<file path="src/rtl/axi_rd_mst.sv">
// AXI4 read-only master: issues a programmed run of INCR read bursts, one
// outstanding at a time, and reports beat count, last data and sticky errors.
module axi_rd_mst #(
  parameter int unsigned ID_W    = 4,
  parameter int unsigned ADDR_W  = 32,
  parameter int unsigned LEN_W   = 8,
  parameter int unsigned SIZE_W  = 3,
  parameter int unsigned BURST_W = 2,
  parameter int unsigned DATA_W  = 32,
  parameter int unsigned RESP_W  = 2,
  parameter int unsigned NUM_W   = 8
) (
  input  logic               clk,
  input  logic               rst_n,
  input  logic               enable,
  input  logic               start,
  input  logic [ADDR_W-1:0]  cfg_addr,
  input  logic [LEN_W-1:0]   cfg_len,
  input  logic [NUM_W-1:0]   cfg_num,
  output logic               axi_mst_arvalid,
  input  logic               axi_mst_arready,
  output logic [ID_W-1:0]    axi_mst_arid,
  output logic [ADDR_W-1:0]  axi_mst_araddr,
  output logic [LEN_W-1:0]   axi_mst_arlen,
  output logic [SIZE_W-1:0]  axi_mst_arsize,
  output logic [BURST_W-1:0] axi_mst_arburst,
  input  logic               axi_mst_rvalid,
  output logic               axi_mst_rready,
  input  logic [DATA_W-1:0]  axi_mst_rdata,
  input  logic [RESP_W-1:0]  axi_mst_rresp,
  input  logic               axi_mst_rlast,
  output logic               busy,
  output logic               done,
  output logic               resp_err,
  output logic               last_err,
  output logic [15:0]        beat_total,
  output logic [DATA_W-1:0]  last_rdata
);

  localparam int unsigned SZ = $clog2(DATA_W / 8);

  typedef enum logic [1:0] {IDLE, ADDR, DATA, FIN} state_t;

  state_t             r_state;
  state_t             w_next;
  logic               w_arvalid;
  logic               w_rready;
  logic               w_done;
  logic               r_ar_held;
  logic [ADDR_W-1:0]  r_addr;
  logic [LEN_W-1:0]   r_len;
  logic [NUM_W-1:0]   r_num;
  logic [NUM_W-1:0]   r_idx;
  logic [ID_W-1:0]    r_arid;
  logic [LEN_W-1:0]   r_beat_cnt;
  logic               r_resp_err;
  logic               r_last_err;
  logic [15:0]        r_beat_total;
  logic [DATA_W-1:0]  r_last_rdata;
  logic               w_r_hs;
  logic               w_burst_end;
  logic [NUM_W-1:0]   w_idx_inc;
  logic               w_more;
  logic [ADDR_W-1:0]  w_step;

  assign w_r_hs      = (r_state == DATA) && axi_mst_rvalid;
  assign w_burst_end = (r_beat_cnt == r_len);
  assign w_idx_inc   = r_idx + NUM_W'(1);
  assign w_more      = (w_idx_inc < r_num);
  assign w_step      = (ADDR_W'(r_len) + ADDR_W'(1)) << SZ;

  // State register
  always_ff @(posedge clk or negedge rst_n) begin
    if (!rst_n) r_state <= IDLE;
    else        r_state <= w_next;
  end

  // Next-state and handshake outputs; arvalid stays up once raised even if enable drops
  always_comb begin
    w_next    = r_state;
    w_arvalid = 1'b0;
    w_rready  = 1'b0;
    w_done    = 1'b0;
    case (r_state)
      IDLE: if (start) w_next = (cfg_num != '0) ? ADDR : FIN;
      ADDR: begin
        w_arvalid = enable || r_ar_held;
        if (w_arvalid && axi_mst_arready) w_next = DATA;
      end
      DATA: begin
        w_rready = 1'b1;
        if (axi_mst_rvalid && w_burst_end) w_next = w_more ? ADDR : FIN;
      end
      FIN: begin
        w_done = 1'b1;
        w_next = IDLE;
      end
      default: w_next = IDLE;
    endcase
  end

  // Sequence datapath: config latch, burst address/id stepping, beat accounting
  always_ff @(posedge clk or negedge rst_n) begin
    if (!rst_n) begin
      r_ar_held    <= 1'b0;
      r_addr       <= '0;
      r_len        <= '0;
      r_num        <= '0;
      r_idx        <= '0;
      r_arid       <= '0;
      r_beat_cnt   <= '0;
      r_resp_err   <= 1'b0;
      r_last_err   <= 1'b0;
      r_beat_total <= '0;
      r_last_rdata <= '0;
    end else begin
      r_ar_held <= (r_state == ADDR) && w_arvalid && !axi_mst_arready;
      if (r_state == IDLE && start) begin
        r_addr       <= cfg_addr;
        r_len        <= cfg_len;
        r_num        <= cfg_num;
        r_idx        <= '0;
        r_arid       <= '0;
        r_beat_cnt   <= '0;
        r_resp_err   <= 1'b0;
        r_last_err   <= 1'b0;
        r_beat_total <= '0;
      end
      if (w_r_hs) begin
        r_last_rdata <= axi_mst_rdata;
        if (r_beat_total != '1) r_beat_total <= r_beat_total + 16'd1;
        if (axi_mst_rresp != '0) r_resp_err <= 1'b1;
        if (axi_mst_rlast != w_burst_end) r_last_err <= 1'b1;
        if (w_burst_end) begin
          r_beat_cnt <= '0;
          r_idx      <= w_idx_inc;
          r_addr     <= r_addr + w_step;
          r_arid     <= r_arid + ID_W'(1);
        end else begin
          r_beat_cnt <= r_beat_cnt + LEN_W'(1);
        end
      end
    end
  end

  assign axi_mst_arvalid = w_arvalid;
  assign axi_mst_rready  = w_rready;
  assign axi_mst_arid    = r_arid;
  assign axi_mst_araddr  = r_addr;
  assign axi_mst_arlen   = r_len;
  assign axi_mst_arsize  = SIZE_W'(SZ);
  assign axi_mst_arburst = BURST_W'(1);
  assign busy            = (r_state != IDLE);
  assign done            = w_done;
  assign resp_err        = r_resp_err;
  assign last_err        = r_last_err;
  assign beat_total      = r_beat_total;
  assign last_rdata      = r_last_rdata;

endmodule

</file>
<file path="config.mk">
export PLATFORM = sky130hd
export DESIGN_NAME = axi_rd_mst
export DESIGN_NICKNAME = d
export VERILOG_FILES = /design/src/rtl/axi_rd_mst.sv
export SDC_FILE = /design/constraint.sdc
export NUM_CORES = 1
export LEC_CHECK = 0
export BUFFER_PORTS_ARGS = -buffer_cell sky130_fd_sc_hd__buf_2
export CORE_ASPECT_RATIO = 1.4
export CORE_UTILIZATION = 35
export DETAILED_ROUTE_END_ITERATION = 12
export GPL_ROUTABILITY_DRIVEN = 1
export GPL_TIMING_DRIVEN = 0
export REMOVE_ABC_BUFFERS = 1
export SETUP_SLACK_MARGIN = 0.3
export SLEW_MARGIN = 10
export SYNTH_ARGS = -nofsm -noshare
export SYNTH_HDL_FRONTEND = slang
export SYNTH_SLANG_ARGS = --single-unit
</file>
<file path="constraint.sdc">
create_clock -name clk -period 7 [get_ports clk]
set_input_delay 1.4 -clock clk [delete_from_list [all_inputs] [get_ports clk]]
set_output_delay 1.4 -clock clk [all_outputs]
set_load 0.05 [all_outputs]
</file>
==> run_results.csv <==
group,metric,value,unit
critical_path,worstPathRequired,7320,ps
logic_synthesis,yosys_register_bits,121,
clock_network,clock-sinks,121,
pwr,comb_power_share,47.6,%
final_layout,utilization,45.3,%
logic_synthesis,synthDistinctLibCells,59,
critical_path,critPathLaunch,"axi_mst_rvalid",
clock_network,cts_tree,"done",
clock_network,clkLatencyLatePin,420,ps
route,dr.first_iter.drc_count,239,
route,drc,0,
grt,grt_pass1_wl,28.2,mm
critical_path,end_kind,"flip-flop",
logic_synthesis,async_flop_share,100,%
sta,fin_skew,7.16,ps
placement,gp_congestion,0.801,
grt,antenna_found_initial,2,
floorplan,coreArea,17900,um2
logic_synthesis,yosysTopAreaCell,"dfrtp_1",
route,drtPass1Iterations,4,
route,wl,17.4,mm
critical_path,crit_type,"primary input to flip-flop",
worst_hold_path,hold_start,"last_rdata[2]$_DFFE_PN0P_",
pwr,power.density,477,nW/um2
grt,grt_start_max_net_pins,71,
clock_network,ctsResizeCount,0,
clock_network,htreeDepth,4,
logic_synthesis,synth_common_cells,"nand2_1 (205), dfrtp_1 (121), o21ai_0 (48), nor2_1 (45), nand3_1 (34)",
pwr,total_leakage_power,4.10,nW
sta,worst_slack,3430,ps
sta,slew_headroom,24.1,%
route,ant_nets,0,
clock_network,cts_root_buf,"clkbuf_16",
final_layout,nFillCells,1839,
final_layout,area_growth,27.3,%
route,vias,5800,
floorplan,start_util,35.6,%
pwr,ir_drop,0.255,mV
sta,fmax,0.280,GHz
run_status,status,"complete, no violations",
final_layout,drive_gt1_share,25.9,%
pwr,power_frac_clock,22.4,%
sta,drv_slew,0,
sta,rsz0062_at_grt,"false",
pwr,p_sw,0.00191,W
grt,grt_pass1_vias,5599,
grt,grt_overflow_total,0,
placement,hpwl,12.2,mm
floorplan,dieArea,18800,um2
floorplan,die-width,116,um
clock_network,cts_made_buffers,17,
floorplan,pin_count,192,
clock_network,postCtsSetupBuffers,0,
sta,finalSetupTns,0,ps
sta,hold_viol,0,
sta,final-setup-viol-count,0,
logic_synthesis,syn_area,6370,um2
logic_synthesis,ys.flop_type,"dfrtp_1",
floorplan,rows,58,
run,cap_violations,0,
placement,dp_slack,2920,ps
critical_path,r2r_start,"r_state[0]$_DFFE_PN0P_",
placement,port_buffers,186,
critical_path,path_max_fanout,45,
clock_network,clkTransAtPathRegs,60,ps
pwr,p_seq_share,30.0,%
critical_path,cp.arrival,3890,ps
floorplan,die_h,162,um
route,routedWlPerCell,15.0,um
logic_synthesis,synthCells,728,
pwr,switching_share,49.2,%
sta,worstMarginPinSlew,1130,ps
final_layout,fin_nets,1016,
route,avgViaCountPerCell,5.01,
logic_synthesis,yosysWarnings,0,
sta,fin_crit,3570,ps
logic_synthesis,yosysMostFrequentCell,"nand2_1",
pwr,intPower,0.00197,W
logic_synthesis,synth-edff-count,0,
final_layout,antenna_cells,0,
worst_hold_path,hold_path.class,"flip-flop to flip-flop",
logic_synthesis,synth_area_per_cell,8.76,um2
grt,grt_usage,19.4,%
critical_path,startpoint_type,"primary input",
sta,period_share,51.0,%
logic_synthesis,ys_seq_area_share,47.5,%
clock_network,cts_buffer_depth,2,
logic_synthesis,synth_area_leaders,"dfrtp_1 (47%), nand2_1 (12%), ha_1 (4.1%), o21ai_0 (3.8%), xnor2_1 (3.2%)",
clock_network,cts-hold-fix-buffers,0,
logic_synthesis,yosysTopAreaCellShare,47.5,%
critical path, cell delays in order:
cell	delay (ps)
buf_2	100
nand2_2	470
or3_2	1060
nor3_4	450
a211oi_1	130
a311oi_1	240
area by class of cell:
cell class | count | area, um2 | share of cell area (%)
Multi-Input combinational cell | 562 | 3150 | 38.8
Sequential cell | 121 | 3030 | 37.3
Timing Repair Buffer | 193 | 1020 | 12.6
Clock buffer | 17 | 425 | 5.24
Tap cell | 240 | 300 | 3.70
Clock inverter | 15 | 153 | 1.88
Inverter | 10 | 37.5 | 0.463
metal layers:
metal	vias up	share of wire, %	global-route usage, %
met4	4	2.3	7.23
met1	2717	43	23.6
li1	2880	-	-
met5	-	0.15	0
met3	32	5.3	5.45
met2	167	50	32.2
cells in the final DEF, fill, tap and decap left out, types with 17 or more instances in the layout:
cell       Yosys  final
nand2_1      205    205
nor2_1        45     45
nand3_1       34     34
ha_1          21     21
o21ai_0       48     48
buf_2          6    185
and3_1        20     20
dfrtp_1      121    121
xnor2_1       23     23
clkbuf_16      0     17
per-stage QoR:
| stage | total power [W] | cells | hold slack, ps | area (um2) |
|---|---|---|---|---|
| 3_3_place_gp | 0.00300 | 1119 | 453 | 7430 |
| 6_report | 0.00387 | 1158 | 466 | 8110 |
| 3_5_place_dp | 0.00303 | 1126 | 457 | 7530 |
| 2_1_floorplan | 0.00253 | 693 | 440 | 6200 |
| 4_1_cts | 0.00391 | 1158 | 472 | 8110 |
| 5_1_grt | 0.00411 | 1158 | 483 | 8110 |
power groups by stage:
stage          Clock [W]  Combinational (W)  Sequential, W
3_3_place_gp           0            0.00183        0.00117
5_1_grt         0.000909            0.00200        0.00120
2_1_floorplan          0           0.000696        0.00183
3_5_place_dp           0            0.00186        0.00117
4_1_cts         0.000884            0.00186        0.00116
6_report        0.000866            0.00184        0.00116
cell families after synthesis:
kind of cell	synth area share, %
compound gates	13.6
xor+xnor	4.95
fa+ha+maj	4.44
buf+inv	3.53
flops	47.5
mux	0.471
other cells	0.118
simple gates	25.4
worst paths after layout:
| kind | end | slack [ps] | depth (start not counted) |
|---|---|---|---|
| max | axi_mst_araddr[26]$_DFF_PN0_ | 3430 | 6 |
| min | last_rdata[2]$_DFFE_PN0P_ | 470 | 2 |
| max reg2reg | axi_mst_araddr[26]$_DFF_PN0_ | 3750 | 6 |
| min reg2reg | last_rdata[2]$_DFFE_PN0P_ | 470 | 2 |
| max in group asynchronous | axi_mst_araddr[17]$_DFF_PN0_ | 5340 | 2 |
| min in group asynchronous | axi_mst_arlen[2]$_DFFE_PN0P_ | 920 | 1 |
registers in the layout, indices dropped and copies added, names as in the netlist, 2 cells and up:
register and cells:
last_rdata 32, r_beat_cnt 8, axi_mst_arlen 8, axi_mst_arid 4, r_idx 8, beat_total 16
axi_mst_araddr 32, r_num 8, r_state 2
No activity file was read; power rests on OpenSTA's default activity.
